File: src/rtl/multdiv_ctrl.sv
// -----------------------------------------------------------------------------
// multdiv_ctrl
//
// Sequencer for the shared iterative multiply/divide unit in the execute stage.
// A one-cycle start pulse loads the datapath registers. The controller then
// enables either the radix-4 Booth product register (shift right by 2) or the
// restoring-divider remainder register (shift left by 1) for the operation's
// iteration count. It then pulses data_resultRDY for one cycle. Divide-by-zero
// skips the iterations and raises data_exception together with data_resultRDY.
//
// Ports
//   clock          : rising-edge system clock
//   reset          : asynchronous, active-low; forces IDLE and all outputs low
//   ctrl_MULT      : start multiply (one-cycle pulse); wins over ctrl_DIV
//   ctrl_DIV       : start divide (one-cycle pulse)
//   flush          : pipeline flush; aborts any operation and drops a start
//   data_operandB  : divisor/multiplier, zero-checked on the accepting edge
//   load_ena       : datapath loads the initial product/remainder register
//   reg_ena        : clock enable of the datapath registers
//   mult_shift_ena : shift enable of the product register
//   div_shift_ena  : shift enable of the remainder register
//   op_is_div      : result mux select (1 = divider, 0 = multiplier)
//   busy           : stall request to the pipeline
//   data_resultRDY : result valid, one-cycle pulse
//   data_exception : divide-by-zero, meaningful only with data_resultRDY
//
// All outputs are decoded from registered state; none depends on an input
// in the same cycle.
// -----------------------------------------------------------------------------
module multdiv_ctrl #(
  parameter int MULT_ITERS = 16,
  parameter int DIV_ITERS  = 32
) (
  input  logic        clock,
  input  logic        reset,
  input  logic        ctrl_MULT,
  input  logic        ctrl_DIV,
  input  logic        flush,
  input  logic [31:0] data_operandB,
  output logic        load_ena,
  output logic        reg_ena,
  output logic        mult_shift_ena,
  output logic        div_shift_ena,
  output logic        op_is_div,
  output logic        busy,
  output logic        data_resultRDY,
  output logic        data_exception
);

  typedef enum logic [1:0] {
    IDLE = 2'd0,
    LOAD = 2'd1,
    RUN  = 2'd2,
    DONE = 2'd3
  } state_t;

  localparam logic [5:0] MULT_LAST = 6'(MULT_ITERS - 1);
  localparam logic [5:0] DIV_LAST  = 6'(DIV_ITERS - 1);

  state_t     state;
  state_t     state_next;
  logic [5:0] count;
  logic       op;     // latched operation: 1 = divide
  logic       zero;   // latched data_operandB == 0
  logic       start;
  logic       accept;
  logic       last_iter;

  assign start     = ctrl_MULT | ctrl_DIV;
  // A start is accepted only from IDLE or DONE (back-to-back issue), and a
  // simultaneous flush drops it.
  assign accept    = start & ~flush & ((state == IDLE) | (state == DONE));
  assign last_iter = (count == (op ? DIV_LAST : MULT_LAST));

  // The latched op doubles as the result mux select. It changes only on an
  // accepting edge, so the select stays stable after the result pulse.
  assign op_is_div = op;

  // NOTE: sequential state uses non-blocking assignments so every register
  // samples the pre-edge values and process ordering cannot matter.
  always_ff @(posedge clock or negedge reset) begin
    if (!reset) begin
      state <= IDLE;
      count <= 6'd0;
      op    <= 1'b0;
      zero  <= 1'b0;
    end else begin
      state <= state_next;
      if (accept) begin
        op   <= ~ctrl_MULT;
        zero <= (data_operandB == 32'd0);
      end
      if (state == LOAD) begin
        count <= 6'd0;
      end else if (state == RUN) begin
        count <= count + 6'd1;
      end
    end
  end

  // NOTE: every signal assigned in this block gets a default first, so no
  // path through the case can leave one unassigned and infer a latch.
  always_comb begin
    state_next = state;
    unique case (state)
      IDLE:    if (start) state_next = LOAD;
      LOAD:    state_next = (op && zero) ? DONE : RUN;
      RUN:     if (last_iter) state_next = DONE;
      DONE:    state_next = start ? LOAD : IDLE;
      default: state_next = IDLE;
    endcase
    // Flush overrides everything, including a start sampled in the same cycle.
    if (flush) state_next = IDLE;
  end

  always_comb begin
    load_ena       = 1'b0;
    reg_ena        = 1'b0;
    mult_shift_ena = 1'b0;
    div_shift_ena  = 1'b0;
    busy           = 1'b0;
    data_resultRDY = 1'b0;
    data_exception = 1'b0;
    unique case (state)
      IDLE: ;
      LOAD: begin
        load_ena = 1'b1;
        reg_ena  = 1'b1;
        busy     = 1'b1;
      end
      RUN: begin
        reg_ena        = 1'b1;
        mult_shift_ena = ~op;
        div_shift_ena  = op;
        busy           = 1'b1;
      end
      DONE: begin
        data_resultRDY = 1'b1;
        data_exception = op & zero;
      end
      default: ;
    endcase
  end

endmodule

File: config.mk
export PLATFORM = sky130hd
export DESIGN_NAME = multdiv_ctrl
export DESIGN_NICKNAME = d
export VERILOG_FILES = /design/src/rtl/multdiv_ctrl.sv
export SDC_FILE = /design/constraint.sdc
export NUM_CORES = 1
export LEC_CHECK = 0
export BUFFER_PORTS_ARGS = -buffer_cell sky130_fd_sc_hd__buf_2
export CAP_MARGIN = 5
export CORE_MARGIN = 5
export CORE_UTILIZATION = 35
export DETAILED_ROUTE_END_ITERATION = 7
export GPL_TIMING_DRIVEN = 0
export HOLD_SLACK_MARGIN = 0.05
export PLACE_DENSITY = 0.67
export SYNTH_ARGS = -nofsm -noshare
export SYNTH_HDL_FRONTEND = slang
export SYNTH_SLANG_ARGS = --single-unit
File: constraint.sdc
create_clock -name clock -period 1.9 [get_ports clock]
set_input_delay 0.095 -clock clock [delete_from_list [all_inputs] [get_ports clock]]
set_output_delay 0.095 -clock clock [all_outputs]
set_load 0.02 [all_outputs]
# Yosys cells after proc, flatten, opt, wreduce, memory -nomap -nowiden
# Cells that the tools add are included.
# Widths: inputs -> output; s select.
[totals]
reg_bits = 10
output_inout_bits = 8
word_cells = 40
[op_classes]
addsub = 1
eq_ne = 6
n_mux = 15
bitwise_logic = 8
n_reduce_logical = 6
[ops]
columns = ["cell", "count"]
rows = [
  ["$logic_not 32->1", 1],
  ["$mux 6", 2],
  ["$mux 1", 8],
  ["$pmux 2 s4", 1],
  ["$add 6x1->6 const B", 1],
  ["$eq 6x5->1", 1],
  ["$mux 2", 3],
  ["$ne 3x3->1 const B", 2],
  ["$mux 5", 1],
  ["$eq 2x2->1 const B", 2],
  ["$and 1x1->1", 3],
  ["$not 1->1", 3],
  ["$eq 2x1->1 const B", 1],
  ["$logic_not 2->1", 1],
  ["$or 1x1->1", 2],
  ["$reduce_and 2->1", 1],
  ["$reduce_bool 2->1", 1],
  ["$reduce_or 2->1", 1],
  ["$logic_and 1x1->1", 1],
]

# Longest topological paths before layout
[logic_depth]
word_depth = 5
ltp_mapped = 6
ltp_nobuf = 5

# Least setup slack after synthesis
# OpenSTA, ideal clock, no wires.
[synth_timing]
path_type = "flip-flop to flip-flop"
start = "register state[0]"
end = "register count[5]"
t_arrival_ns = 1.586
setup_slack_ns = 0.227
stages_incl_launch_ff = 6
path_cell_list = "dfrtp_1 inv_1 ha_1 nand4_1 or3_1 a22oi_1"
[synth_via]
elab_chain_len = 2
elab_cells_between_ends = 4
classes_between = "eq/ne (2); mux (1); reduce/logical (1)"
[synth_rtl]
columns = ["element", "line_no", "text"]
rows = [
  ["from (decl)", "60", "state_t state;"],
  ["from (signal assigned)", "88", "state <= state_next;"],
  ["$eq 2x1->1 or $eq 2x2->1 (tied branches)", "93, 95", ""],
  ["$mux 6 or $reduce_bool 2->1 (tied branches)", "n/a", ""],
  ["to (signal assigned)", "96", "count <= count + 6'd1;"],
  ["to (decl)", "62", "logic [5:0] count;"],
]
# Several ways; a longest one is shown, not always the timed one.
# A chain may end at the register's enable or synchronous reset.

# Worst setup path in the final report
# Same ends and word-level chain as after synthesis.

==> reports/metrics.yaml <==
synth:
  ys.flop_type: "dfrtp_1"
  synthArstFlopShare_pct: 100
  synth_enable_flop_cells: 0
  ys_seq_area_share_pct: 34.4
  syn-instance-count: 78
  ys_types: 33
  ys_seq_elements: 10
  synth_nets: 121
  syn_area_per_cell_um2: 9.32
  synth_area_um2: 727
  yosys_warnings: 0
timing:
  min_period_over_period_pct: 92.1
  slew_viol_final: 0
  max_freq_mhz: 571
  relSlewSlack_pct: 78.3
  grt_setup_unrepaired: "no"
  hold_viol: 0
  whs_ns: 0.101
  period_needed_ns: 1.75
  fin_tns_setup_ns: 0
  worst_slew_pin_slew_ns: 0.326
  fin_ws_ns: 0.150
  finClkSkew_ns: 0.00355
  finalSetupViolCount: 0
critical_path:
  crit_start: "state[0]$_DFFE_PN0P_"
  path_class: "reg2reg"
  critPathMaxFanout: 7
  r2r-end: "count[5]$_DFFE_PN0P_"
  rr_worst_depth: 5
  start_kind: "flip-flop"
  cp-end-kind: "flip-flop"
  rrSetupSlack_ns: 0.15
  r2r_start: "state[0]$_DFFE_PN0P_"
  arrival_ns: 1.94
  worst_ep_required_time_ns: 2.09
grt:
  grt_max_degree: 11
  grt_pass1_vias: 846
  grt_pass1_wl_um: 3550
  antenna_found_initial: 0
  gr-total-overflow: 0
  track_usage_pct: 14.3
cts:
  cts_tree: "done"
  numCtsBuffers: 3
  h-tree-depth: 1
  path_clk_slew_ns: 0.07
  clk_latency_ns: 0.27
  cts-resized-gates: 0
  cts_num_sinks: 10
  ctsLongestPathBuffers: 2
  clock-root-buffer: "clkbuf_4"
floorplanning:
  dieArea_um2: 3090
  die_w_um: 55.6
  die_h_um: 55.6
  core-area_um2: 1960
  num_rows: 16
  initial_core_util_pct: 37.1
  ioPinCount: 45
hold_path:
  hp-class: "in2reg"
  whs_path_depth: 4
  worstHoldStart: "data_operandB[14]"
  min_to: "zero$_DFFE_PN0P_"
placed_design:
  place_ws_ns: 0.172
  place_inst: 149
  port_buffers: 44
  hpwl_um: 1720
  placed_area_um2: 981
  place_congestion: 0.764
job:
  maxCapViolations: 0
detailed_routing:
  first_pass_iters: 3
  drtIter0Drc: 6
  ant_nets: 0
  avgRoutedWirePerCell_um: 13.5
  wirelength_um: 2110
  vias: 792
  drc: 0
  routed_via_density: 5.08
final_layout:
  area_growth_pct: 44.1
  final_area_um2: 1050
  fin_cells: 156
  fin_nets: 173
  antenna_cells: 0
  drive_gt1_share_pct: 41.9
  final_core_util_pct: 53.4
power_and_ir_drop:
  peakVddDrop_v: 0.000694
  powerDensity_nw_per_um2: 1190
  total_power_mw: 1.25
  leakage_nw: 0.529
outcome:
  status: "completed"
==> worst max-delay path, stage by stage, from the launching register on <==
cell     delay [ns]
dfrtp_1        0.39
inv_1          0.11
ha_1           0.44
nand4_1        0.19
or3_1          0.38
a22oi_1        0.16
==> Yosys cell counts, types with 2 or more instances <==
master    instances  area, um2
nor4_1            8       50.1
xor2_1            2       17.5
a21oi_1           3       15.0
nor2_1            5       18.8
nor2b_1           3       18.8
nand3b_1          2       15.0
o22ai_1           2       12.5
dfrtp_1          10        250
o21ai_0           4       20.0
nand3_1           2       10.0
and3_1            2       12.5
inv_1             5       18.8
ha_1              6       75.1
o31ai_1           2       15.0
nand4_1           4       25.0
==> state kept, by name, summed over array words and instances, names as in the netlist <==
| signal | flops |
|---|---|
| op_is_div | 1 |
| state | 2 |
| count | 6 |
| zero | 1 |
==> worst max-delay path by stage <==
stage / endpoint / depth (start not counted)
floorplan: count[5]$_DFFE_PN0P_ / 5
global placement: count[5]$_DFFE_PN0P_ / 5
detailed placement: count[5]$_DFFE_PN0P_ / 5
CTS: count[5]$_DFFE_PN0P_ / 5
global route: count[5]$_DFFE_PN0P_ / 5
finish: count[5]$_DFFE_PN0P_ / 5
==> area by class of cell <==
type / count / area, um2
well taps: 27 / 33.8
fillers: 195 / 915
flip-flops and latches: 10 / 250
plain buffers: 2 / 12.5
inverters: 5 / 18.8
clock buffers: 4 / 36.3
repair buffers: 47 / 250
multi-input cells: 61 / 445
==> logic make-up after synthesis <==
logic type | Yosys count | share of synthesized area (%)
xor gates and xnor gates | 2 | 2.41
adders and majority gates | 6 | 10.3
buffers and inverters | 7 | 4.30
and+or+nand+nor | 35 | 31.2
muxes | 2 | 2.93
AOI/OAI and AO/OA | 16 | 14.5
DFF | 10 | 34.4
==> cells in the final DEF, fill, tap and decap left out, drive strengths merged, types with 3 or more instances in the layout <==
master,n
ha,6
nor2b,3
o21ai,4
nand3,3
clkbuf,4
nand4,4
a21oi,3
inv,5
dfrtp,10
nor2,5
nor4,9
buf,46
dlygate4sd3,3
==> layer usage <==
layer  global-route usage, %  up-vias  wire, um
met5                       0        -         0
met4                    7.29        0        34
met3                    3.71        4        85
met2                    26.9       13      1120
met1                    14.3      371       866
li1                        -      404         -
==> power by group <==
group          internal (mW)  switching [mW]
combinational          0.289           0.372
clock                  0.116          0.0792
sequential             0.294          0.0955
==> timing repair <==
| item | in CTS | in global routing |
|---|---|---|
| hold endpoints to repair | 11 | 1 |
| setup endpoints to repair | 0 | 0 |
| hold buffers | 2 | 1 |
| buffers inserted | 0 | 0 |
No activity file was read; power rests on OpenSTA's default activity.
